===== config.mk =====
export PLATFORM = sky130hd
export DESIGN_NAME = fetch_unit
export DESIGN_NICKNAME = d
export VERILOG_FILES = /design/src/rtl/fetch_unit.sv
export SDC_FILE = /design/constraint.sdc
export NUM_CORES = 1
export LEC_CHECK = 0
export CORE_MARGIN = 2
export CORE_UTILIZATION = 35
export DETAILED_ROUTE_END_ITERATION = 16
export GPL_TIMING_DRIVEN = 1
export SLEW_MARGIN = 10
export SYNTH_ARGS = -nofsm -noshare
export SYNTH_HDL_FRONTEND = slang
export SYNTH_SLANG_ARGS = --single-unit

===== constraint.sdc =====
create_clock -name i_clk -period 2.63 [get_ports i_clk]
set_input_delay 0.6575 -clock i_clk [delete_from_list [all_inputs] [get_ports i_clk]]
set_output_delay 0.6575 -clock i_clk [all_outputs]
set_load 0.05 [all_outputs]

===== src/rtl/fetch_unit.sv =====
// GB80 instruction prefetch unit: fetches bytes from the memory bus into a small FIFO and
// streams them to the decoder. Optional fetch hold input enabled by `define GB80_FETCH_HOLD_EN.
module fetch_unit #(
  parameter int DATA_WIDTH = 8,
  parameter int PC_WIDTH   = 16,
  parameter int DEPTH      = 4,
  parameter int PTR_WIDTH  = 2
) (
  input  logic                  i_clk,
  input  logic                  i_reset,
  output logic [PC_WIDTH-1:0]   o_bus_addr,
  output logic                  o_bus_rd,
  input  logic                  i_bus_ack,
  input  logic [DATA_WIDTH-1:0] i_bus_data,
  output logic [DATA_WIDTH-1:0] o_data_out,
  output logic                  o_data_valid,
  input  logic                  i_data_ready,
  output logic [PC_WIDTH-1:0]   o_byte_pc,
  input  logic                  i_flush,
  input  logic [PC_WIDTH-1:0]   i_flush_pc
`ifdef GB80_FETCH_HOLD_EN
  ,
  input  logic                  i_hold
`endif
);

  localparam int CW = PTR_WIDTH + 1;
  localparam logic [CW-1:0] DEPTH_C = CW'(DEPTH);

  typedef enum logic [1:0] {IDLE, REQ, DISCARD} state_t;

  state_t                state;
  logic [DATA_WIDTH-1:0] mem [DEPTH];
  logic [PTR_WIDTH-1:0]  head, tail, head_next;
  logic [CW-1:0]         count, count_next, count_after_pop;
  logic [PC_WIDTH-1:0]   fetch_pc;
  logic [DATA_WIDTH-1:0] data_next;
  logic                  push, pop, hold;

`ifdef GB80_FETCH_HOLD_EN
  assign hold = i_hold;
`else
  assign hold = 1'b0;
`endif

  // A flush wins over both queue operations; a byte acked during a flush is dropped.
  assign push = (state == REQ) & i_bus_ack & ~i_flush;
  assign pop  = o_data_valid & i_data_ready & ~i_flush;

  // NOTE: every signal written here gets a default first so no latch is inferred.
  always_comb begin
    head_next       = head + PTR_WIDTH'(pop);
    count_after_pop = count - CW'(pop);
    count_next      = count_after_pop + CW'(push);
    data_next       = o_data_out;
    if (count_after_pop != '0) data_next = mem[head_next];
    else if (push)             data_next = i_bus_data;
  end

  // NOTE: queue storage has no reset; count/valid guard every read of it.
  always_ff @(posedge i_clk) begin
    if (push) mem[tail] <= i_bus_data;
  end

  // NOTE: sequential state uses non-blocking assignments only.
  always_ff @(posedge i_clk or posedge i_reset) begin
    if (i_reset) begin
      state        <= IDLE;
      head         <= '0;
      tail         <= '0;
      count        <= '0;
      fetch_pc     <= '0;
      o_bus_rd     <= 1'b0;
      o_bus_addr   <= '0;
      o_data_out   <= '0;
      o_data_valid <= 1'b0;
      o_byte_pc    <= '0;
    end else begin
      if (i_flush) begin
        head         <= '0;
        tail         <= '0;
        count        <= '0;
        o_data_valid <= 1'b0;
        o_byte_pc    <= i_flush_pc;
        fetch_pc     <= i_flush_pc;
      end else begin
        head         <= head_next;
        tail         <= tail + PTR_WIDTH'(push);
        count        <= count_next;
        o_data_valid <= (count_next != '0);
        o_data_out   <= data_next;
        if (pop)  o_byte_pc <= o_byte_pc + PC_WIDTH'(1);
        if (push) fetch_pc  <= fetch_pc + PC_WIDTH'(1);
      end

      // The bus cycle is never aborted: o_bus_rd/o_bus_addr only move on ack or from IDLE.
      case (state)
        IDLE: begin
          if (!i_flush && !hold && count < DEPTH_C) begin
            state      <= REQ;
            o_bus_rd   <= 1'b1;
            o_bus_addr <= fetch_pc;
          end
        end
        REQ: begin
          if (i_bus_ack) begin
            if (!i_flush && !hold && count_next < DEPTH_C) begin
              o_bus_addr <= fetch_pc + PC_WIDTH'(1);
            end else begin
              state    <= IDLE;
              o_bus_rd <= 1'b0;
            end
          end else if (i_flush) begin
            state <= DISCARD;
          end
        end
        DISCARD: begin
          if (i_bus_ack) begin
            state    <= IDLE;
            o_bus_rd <= 1'b0;
          end
        end
        default: begin
          state    <= IDLE;
          o_bus_rd <= 1'b0;
        end
      endcase
    end
  end

endmodule


== After elaboration in Yosys (flattened, before gate mapping) ==
Memory sizes are Yosys's and may differ from the RTL's.
Index checks and enable logic that the tools add are counted.

* Memories kept: 1
* Bits in read-only memories: 0
* Flip-flop bits (word level): 67
* RAM bits: 32
* Bits in latches: 0

{| class="wikitable"
|+ Memories
! memory !! depth !! width !! read ports !! clocked after Yosys merged registers in !! wr ports !! line !! source
|-
| mem || 4 || 8 || 1 || 0 || 1 || 33 || <nowiki>logic [DATA_WIDTH-1:0] mem [DEPTH];</nowiki>
|}

* Bitwise gates (word level): 5
* Shifts and indexed selects: 0
* Add/subtract/negate cells: 6
* Reductions and logical operators: 14
* Equality and inequality tests: 9
* Divide/modulo/power cells: 0
* Multipliers: 0
* Order comparisons: 2
* Mux-type cells: 27

{| class="wikitable"
|+ Operators with widths
! cell !! number
|-
| $mux W16 || 7
|-
| $add A16 B1 Y16 const B || 2
|-
| $pmux W16 S2 || 1
|-
| $mux W8 || 2
|-
| $mux W2 || 7
|-
| $reduce_and A4 Y1 || 3
|-
| $ne A2 B2 Y1 const B || 4
|-
| $reduce_bool A2 Y1 || 4
|-
| $mux W1 || 7
|-
| $lt A3 B3 Y1 const B || 2
|-
| $ne A3 B3 Y1 const B || 2
|-
| $pmux W2 S3 || 1
|-
| $reduce_bool A3 Y1 || 2
|-
| $add A2 B1 Y2 || 2
|-
| $and A1 B1 Y1 || 4
|-
| $add A3 B1 Y3 || 1
|-
| $mux W3 || 1
|-
| $pmux W1 S3 || 1
|-
| $sub A3 B1 Y3 || 1
|-
| $eq A2 B1 Y1 const B || 1
|-
| $eq A2 B2 Y1 const B || 1
|-
| $logic_and A1 B1 Y1 || 2
|-
| $logic_not A2 Y1 || 1
|-
| $ne A2 B1 Y1 const B || 1
|-
| 3 further kinds || 3
|}

== Logic depth before layout (Yosys ltp) ==
Gate-level depths: netlist of the first run.

* Word-level depth: 9
* Gate-level depth with buffers: 13
* Mapped depth without buffers: 10

== Least setup slack after synthesis of the first run ==
No wires, ideal clock.

* Kind: input port to flip-flop
* Start: input port i_flush
* End: register o_bus_addr[10]
* Stages on the path: 13
* Setup slack: -0.410 ns
* Buffers on the path: 3
* Data arrival time: 2.915 ns
* Data required time: 2.505 ns
* Cell sequence: buf_6 > and3b_1 > buf_6 > xnor2_4 > inv_1 > ha_1 > ha_1 > xnor2_1 > or3_1 > nand3_2 > o21bai_4 > buf_12 > mux2_4

* Word-level cells in the longest chain between the ends: 8
* Elaborated cells on any way between the ends: 12

{| class="wikitable"
|+ RTL lines
! what !! line !! source
|-
| start: declaration || 19 || <nowiki>input logic i_flush,</nowiki>
|-
| $not A1 Y1 (no source line) || n/a ||
|-
| $and A1 B1 Y1 || 48 || <nowiki>assign pop = o_data_valid & i_data_ready & ~i_flush;</nowiki>
|-
| $sub A3 B1 Y3 || 53 || <nowiki>count_after_pop = count - CW'(pop);</nowiki>
|-
| $add A3 B1 Y3 || 54 || <nowiki>count_next = count_after_pop + CW'(push);</nowiki>
|-
| $lt A3 B3 Y1 || 107 || <nowiki>if (!i_flush && !hold && count_next < DEPTH_C) begin</nowiki>
|-
| $logic_and A1 B1 Y1 || 107 ||
|-
| $ne A2 B1 Y1 (no source line) || n/a ||
|-
| $reduce_and A4 Y1 (no source line) (*) || n/a ||
|-
| end signal: assignment || 102 || <nowiki>o_bus_addr <= fetch_pc;</nowiki>
|-
| end signal: assignment || 108 || <nowiki>o_bus_addr <= fetch_pc + PC_WIDTH'(1);</nowiki>
|-
| end: declaration || 11 || <nowiki>output logic [PC_WIDTH-1:0] o_bus_addr,</nowiki>
|}

Every way passes the cells marked *; elsewhere a longest branch is shown, timed or not.
A chain may end at the register's enable or synchronous reset.

== Final worst setup path of the first run ==
* Start: input port i_flush
* End: register o_bus_addr[11]

Same word-level chain as after synthesis.

==> results of run 1 <==
cells by family after synthesis:
family | after synthesis | synth area share
AND/OR/NAND/NOR | 160 | 0.154
XOR/XNOR | 52 | 0.0958
multiplexers | 45 | 0.112
buffers and inverters | 28 | 0.0306
flip-flops | 99 | 0.525
AO/OA/AOI/OAI | 39 | 0.0642
adder cells (fa/ha/maj) | 8 | 0.0192
registers in the layout, indices dropped and copies added, names as in the netlist:
| signal | flops |
|---|---|
| count | 3 |
| fetch_pc | 16 |
| head | 2 |
| mem | 32 |
| o_bus_addr | 16 |
| o_bus_rd | 1 |
| o_byte_pc | 16 |
| o_data_out | 8 |
| o_data_valid | 1 |
| state | 2 |
| tail | 2 |
synthesized netlist by cell type (all sizes together), types with 4 or more instances:
cell type  instances  area, um^2
edfxtp            32         961
a21oi              9        48.8
mux2i              4        40.0
ha                 6        75.1
buf               15         104
clkbuf             6        23.8
a22o               6        52.6
nand3             25         135
a32oi              6        52.6
nor2              33         124
xnor2             31         298
and3               7        43.8
nand2             56         213
nand4             12        75.1
nor2b              5        31.3
inv                6        22.5
nor3              10        50.1
xor2              21         184
mux2              39         477
dfrtp             67        1680
worst register-to-register path, cell delays in order (launching register included):
cell                       delay, ps
sky130_fd_sc_hd__dfrtp_1         380
sky130_fd_sc_hd__buf_4           170
sky130_fd_sc_hd__nand3b_4         80
sky130_fd_sc_hd__nor2_1           50
sky130_fd_sc_hd__ha_1            290
sky130_fd_sc_hd__inv_2            50
sky130_fd_sc_hd__ha_4            170
sky130_fd_sc_hd__xnor2_4         120
sky130_fd_sc_hd__or3_4           350
sky130_fd_sc_hd__nand3_4          80
sky130_fd_sc_hd__o21bai_4        220
sky130_fd_sc_hd__mux2_4          340
power by group through the flow:
stage,combinational [mW],clock (mW),sequential [mW]
detailed placement,1.94,0,2.06
CTS,1.98,1.30,2.04
global placement,1.92,0,2.05
floorplan,0.680,0,2.64
finish,1.96,1.26,2.04
global route,2.09,1.35,2.07
through the flow:
step / setup slack, ps / hold WS, ps / power (mW)
6_report: 151 / 505 / 5.26
5_1_grt: 70.1 / 522 / 5.51
4_1_cts: 13.0 / 506 / 5.32
3_5_place_dp: -763 / 488 / 4.00
3_3_place_gp: -719 / 480 / 3.98
2_1_floorplan: -368 / 524 / 3.32
metal layers:
layer / share of wire / vias up / GRT usage / routed length [um]
met4: 0.013 / 0 / 0.0483 / 150
li1: - / 1723 / - / -
met3: 0.045 / 15 / 0.0325 / 518
met1: 0.49 / 1702 / 0.232 / 5590
met5: 0 / - / 0 / 0
met2: 0.45 / 80 / 0.238 / 5180
worst max path at each step:
stage,cells past startpoint,endpoint,slack [ps]
3_5_place_dp,11,o_bus_addr[8]$_DFFE_PP0P_,-760
2_1_floorplan,13,o_bus_addr[10]$_DFFE_PP0P_,-370
5_1_grt,11,o_bus_addr[11]$_DFFE_PP0P_,70
3_3_place_gp,11,o_bus_addr[8]$_DFFE_PP0P_,-720
6_report,11,o_bus_addr[11]$_DFFE_PP0P_,150
4_1_cts,11,o_bus_addr[11]$_DFFE_PP0P_,10
area by class of cell:
cell class | count | area [um^2]
fill | 1243 | 7410
sequential | 99 | 2640
multi-input combinational | 305 | 2330
timing repair buffer | 107 | 1020
clock buffer | 9 | 225
tap | 180 | 225
clock inverter | 7 | 60.1
inverter | 7 | 26.3
what timing repair did:
action	4_1_cts	5_1_grt
hold endpoints to repair	0	0
cloned	1	0
pin swaps	2	1
setup buffers	1	0
setup endpoints to repair	25	15
gates resized for setup	16	4
==> qor.csv, run 1 <==
stage;metric;value;unit
clock_tree;clock_insertion_delay_worst_skew;340;ps
min_path;min-delay-path-class;reg2reg;
synth;postSynthNetCount;466;
worst_setup_path;register_to_register_setup_slack;210;ps
floorplan;initial_core_util;0.361;
global_routing;grt.overflow.total;0;
global_routing;maximum_number_of_pins_on_one_net_before_global_route_repair;36;
sta;finClkSkew;6.41;ps
global_routing;initial_antenna_violation_count;0;
worst_setup_path;endpoint_of_the_worst_slack_reg_to_reg_timing_path;o_bus_addr[11]$_DFFE_PP0P_;
route;drt_iter0_drc;165;
sta;setup-violations-final;0;
placement;place.port_buffers;70;
min_path;hold_end;o_data_out[1]$_DFFE_PP0P_;
worst_setup_path;timing.critical_path.to_type;flip-flop;
worst_setup_path;worst_ep_required_time;2860;ps
sta;max_slew_margin;0.618;
worst_setup_path;family_of_cells_with_the_greatest_summed_delay_on_the_critical_path;simple AND/OR/NAND/NOR gates;
placement;gp_congestion;0.857;
cells_and_area;layout.core_utilization;0.468;
min_path;hold_path.startpoint;o_data_out[1]$_DFFE_PP0P_;
cells_and_area;layout.cells.most_common_list;sky130_fd_sc_hd__dfrtp_1 (67), sky130_fd_sc_hd__clkdlybuf4s50_1 (67), sky130_fd_sc_hd__nand2_1 (55);
clock_tree;cts_max_level;3;
synth;synth_area_per_cell;11.7;um^2
clock_tree;holdBufCountCts;0;
synth;synth.yosys.warnings;0;
cells_and_area;share_of_layout_cells_above_drive_strength_1;0.225;
route;drt_pass1_iterations;4;
synth;synth.ff_latch_count;99;
clock_tree;tritoncts.num_buffers;9;
synth;synth_enable_flop_cells;32;
floorplan;fp.dieW;124;um
clock_tree;clock_transition_at_the_registers_of_the_reported_paths;70;ps
floorplan;num_rows;43;
clock_tree;tritoncts_num_sinks;99;
placement;dpl-instance-area;0.00618;mm^2
worst_setup_path;rr_worst_depth;11;
cells_and_area;post_layout_nonfiller_instances;714;
placement;hpwl;8.27;mm
power_and_ir_drop;swShare;0.374;
cells_and_area;insertedDiodeCount;0;
cells_and_area;final_net_count;564;
power_and_ir_drop;power.sequential.fraction;0.387;
power_and_ir_drop;leakage;2.61;nW
worst_setup_path;arrival;2710;ps
floorplan;full_die_area;0.0153;mm^2
sta;timing.setup.tns;0;ps
sta;layout_worst_path_cycle_share;0.942;
synth;synth_top_flop_cell;sky130_fd_sc_hd__dfrtp_1;
power_and_ir_drop;combPwrFrac;0.373;
synth;synthesis.area;0.00503;mm^2
route;wl_per_cell;16.0;um
synth;count_of_different_cell_masters_after_synthesis;61;
worst_setup_path;worst-path-max-fanout;8;
placement;placedCellCount;696;
clock_tree;cts_tree;done;
power_and_ir_drop;power.internal;3.29;mW
floorplan;core_area;0.0139;mm^2
route;antenna_violating_nets_post_route;0;
route;vias_per_cell;4.93;
clock_tree;clockRootBuffer;sky130_fd_sc_hd__clkbuf_16;
worst_setup_path;reg2reg_from;o_data_valid$_DFF_PP0_;
global_routing;via_count_of_the_first_global_routing_pass;3534;
sta;max_slew.worst_pin.slew;572;ps
run;maxCapViolCount;0;
floorplan;dieHeight;124;um
cells_and_area;postLayoutCellArea;0.00653;mm^2
route;detailroute.via_count;3520;
sta;finalHoldViolCount;0;
worst_setup_path;cp.buffers_inverters;2;
worst_setup_path;cpMaxStageDelayCell;sky130_fd_sc_hd__or3_4;
worst_setup_path;cp_common_cell;sky130_fd_sc_hd__xnor2_4;
route;dr_drc_count;0;
worst_setup_path;worstPathCellList;clkbuf_2 > and3b_2 > xnor2_4 > inv_1 > ha_2 > ha_4 > xnor2_4 > or3_4 > nand3_4 > o21bai_4 > mux2_4;
worst_setup_path;setup.worst_path.start_class;input pin;
synth;synth.yosys.seq_area_share;0.525;
cells_and_area;growth_of_design_area_from_synthesis_to_finish;29.8;%
sta;achievable-frequency;0.403;GHz
power_and_ir_drop;switching_power_of_the_nets;1.97;mW
route;detail_route.wirelength;11.4;mm
sta;drv_slew;0;
worst_setup_path;critical_path.startpoint;i_flush;
run_status;status;complete, no violations;
power_and_ir_drop;power_density_over_the_cells;807;mW/mm^2
power_and_ir_drop;worst_ir_drop_vdd;0.000541;V
synth;synth_async_sr_flop_share;0.677;
clock_tree;clock_path_buffers;2;
power_and_ir_drop;p_clk_frac;0.240;
global_routing;gr-usage-all-layers;0.159;
sta;rsz0062_at_grt;no;
synth;syn-instance-count;431;
worst_setup_path;worstSetupPathType;in2reg;
worst_setup_path;critPathMaxStageDelay;350;ps
min_path;hold_depth;1;
global_routing;grt_pass1_wl;18.6;mm
floorplan;boundaryPins;71;
sta;finalWorstPathRequiredPeriod;2480;ps
No activity file was read; power rests on OpenSTA's default activity.
==> run 2: changes to the inputs <==
DONT_BUFFER_PORTS = 1   (was default)
==> run 2 against run 1 <==
Via count decreased by 6.1%. Non-clock buffer count down 76. First-iteration DRC count increased by 30%. Fmax shrank 1.4%. Sequential share of layout area rose by 5.8 points. Clock power about the same. Register-to-register slack lost 90 ps. Worst setup slack got worse by 35 ps. Flip-flop and latch count stayed put. Critical path depth is 1 lower. Worst hold slack worse by 260 ps. Largest cell class unchanged. Highest routed layer unchanged.
==> qor.csv, run 2 (synthesized netlist as in run 1, its figures left out) <==
stage;metric;value;unit
cells_and_area;layout.core_utilization;0.409;
sta;max_slew.worst_pin.slew;613;ps
global_routing;grt.overflow.total;0;
worst_setup_path;setup.worst_path.start_class;flip-flop;
worst_setup_path;reg2reg_from;o_data_valid$_DFF_PP0_;
floorplan;full_die_area;0.0153;mm^2
worst_setup_path;worstPathCellList;and3b_2 > xnor2_4 > inv_1 > ha_2 > ha_4 > xnor2_4 > or3_1 > nand3_2 > o21bai_4 > mux2_2;
clock_tree;cts_tree;done;
cells_and_area;postLayoutCellArea;0.00570;mm^2
worst_setup_path;critPathMaxStageDelay;380;ps
worst_setup_path;critical_path.startpoint;o_data_valid$_DFF_PP0_;
placement;hpwl;7.97;mm
sta;achievable-frequency;0.398;GHz
power_and_ir_drop;total_power_of_the_final_layout;4.81;mW
sta;setup_slack;116;ps
cells_and_area;insertedDiodeCount;0;
floorplan;initial_core_util;0.361;
route;detailroute.via_count;3306;
placement;dpl-instance-area;0.00540;mm^2
clock_tree;tritoncts.num_buffers;9;
cells_and_area;share_of_layout_cells_above_drive_strength_1;0.238;
clock_tree;tritoncts_num_sinks;99;
route;wl_per_cell;17.6;um
floorplan;num_rows;43;
floorplan;dieHeight;124;um
min_path;min-delay-path-class;in2async;
global_routing;via_count_of_the_first_global_routing_pass;3367;
route;routed-wl-met2;5.14;mm
run_status;status;complete, no violations;
cells_and_area;post_layout_nonfiller_instances;638;
floorplan;core_area;0.0139;mm^2
route;drt_iter0_drc;214;
worst_setup_path;cp_common_cell;sky130_fd_sc_hd__xnor2_4;
route;wl_met1;5.09;mm
sta;timing.setup.tns;0;ps
cells_and_area;regMostFlops;mem;
floorplan;fp.dieW;124;um
clock_tree;clock_transition_at_the_registers_of_the_reported_paths;70;ps
clock_tree;cts_max_level;3;
worst_setup_path;worst_ep_required_time;2870;ps
placement;placedCellCount;621;
route;total_length_of_routed_met3_wires;861;um
cells_and_area;largest_reg_flops;32;
route;dr_drc_count;0;
route;vias_per_cell;5.18;
placement;place.port_buffers;0;
route;antenna_violating_nets_post_route;0;
worst_setup_path;worstSetupPathType;reg2reg;
global_routing;grt_pass1_wl;17.9;mm
worst_setup_path;timing.critical_path.to_type;flip-flop;
cells_and_area;layout_commonest_cell;sky130_fd_sc_hd__dfrtp_1;
cells_and_area;growth_of_design_area_from_synthesis_to_finish;13.4;%
global_routing;initial_antenna_violation_count;0;
worst_setup_path;arrival;2750;ps
sta;setup-violations-final;0;
clock_tree;clockRootBuffer;sky130_fd_sc_hd__clkbuf_16;
route;drt_pass1_iterations;4;
cells_and_area;num-fill-cells;1311;
sta;max_slew_margin;0.590;
sta;worst_hold_slack;244;ps
sta;finalWorstPathRequiredPeriod;2510;ps
worst_setup_path;cpMaxStageDelayCell;sky130_fd_sc_hd__dfrtp_1;
clock_tree;clock_insertion_delay_worst_skew;360;ps
global_routing;gr-usage-all-layers;0.155;
placement;gp_congestion;0.759;
sta;finClkSkew;5.15;ps
sta;drv_slew;0;
route;highest-signal-layer;met4;
sta;layout_worst_path_cycle_share;0.956;
power_and_ir_drop;worst_ir_drop_vdd;0.000581;V
clock_tree;clock_path_buffers;2;
run;maxCapViolCount;0;
global_routing;maximum_number_of_pins_on_one_net_before_global_route_repair;68;
power_and_ir_drop;leakage;2.26;nW
cells_and_area;final_net_count;488;
route;detail_route.wirelength;11.2;mm
placement;pre_cts_slack;-297;ps
floorplan;boundaryPins;71;
cells_and_area;layout.cells.most_common_list;sky130_fd_sc_hd__dfrtp_1 (67), sky130_fd_sc_hd__nand2_1 (55), sky130_fd_sc_hd__nor2_1 (33);
sta;finalHoldViolCount;0;
worst_setup_path;worst-path-max-fanout;8;
power_and_ir_drop;power_density_over_the_cells;845;mW/mm^2
-- run 2: cell type report --
| type | count | area [um^2] | share of cell area |
|---|---|---|---|
| sequential | 99 | 2640 | 0.463 |
| multi-input combinational | 305 | 2290 | 0.402 |
| tap | 180 | 225 | 0.0395 |
| timing repair buffer | 31 | 245 | 0.0430 |
| inverter | 7 | 26.3 | 0.00461 |
| clock inverter | 7 | 51.3 | 0.00900 |
| clock buffer | 9 | 225 | 0.0395 |
-- run 2: power by group --
part,internal (mW),switching (mW),leakage (nW)
Sequential,1.81,0.805,1.09
Clock,0.646,0.609,0.128
Combinational,0.463,0.485,1.04
Total,2.92,1.90,2.26
-- run 2: worst max-delay path, delay by kind of cell (launching register included) --
| kind | cells | cell delay (ps) |
|---|---|---|
| compound gates | 1 | 200 |
| xor+xnor | 2 | 270 |
| fa+ha+maj | 2 | 350 |
| buf+inv | 1 | 70 |
| flops | 1 | 380 |
| mux | 1 | 380 |
| simple gates | 3 | 750 |
-- run 2: what timing repair did --
item,4_1_cts,5_1_grt
setup buffers,0,0
setup endpoints to repair,0,15
gates resized for setup,0,2
hold buffers,0,0
-- run 2: worst paths after layout --
check / slack [ps] / depth (start not counted) / endpoint
worst max-delay path: 120 / 10 / o_bus_addr[7]$_DFFE_PP0P_
worst min-delay path: 240 / 2 / o_data_out[1]$_DFFE_PP0P_
worst max register to register: 120 / 10 / o_bus_addr[7]$_DFFE_PP0P_
worst min register to register: 580 / 3 / o_data_out[3]$_DFFE_PP0P_
max in group asynchronous: 2050 / 2 / fetch_pc[11]$_DFFE_PP0P_
min in group i_clk: 360 / 1 / state[1]$_DFFE_PP0P_
-- run 2: routing by layer --
layer / vias to the layer above / track usage
li1: 1573 / -
met1: 1645 / 0.207
met2: 77 / 0.233
met3: 11 / 0.0595
met4: 0 / 0.0483
met5: - / 0
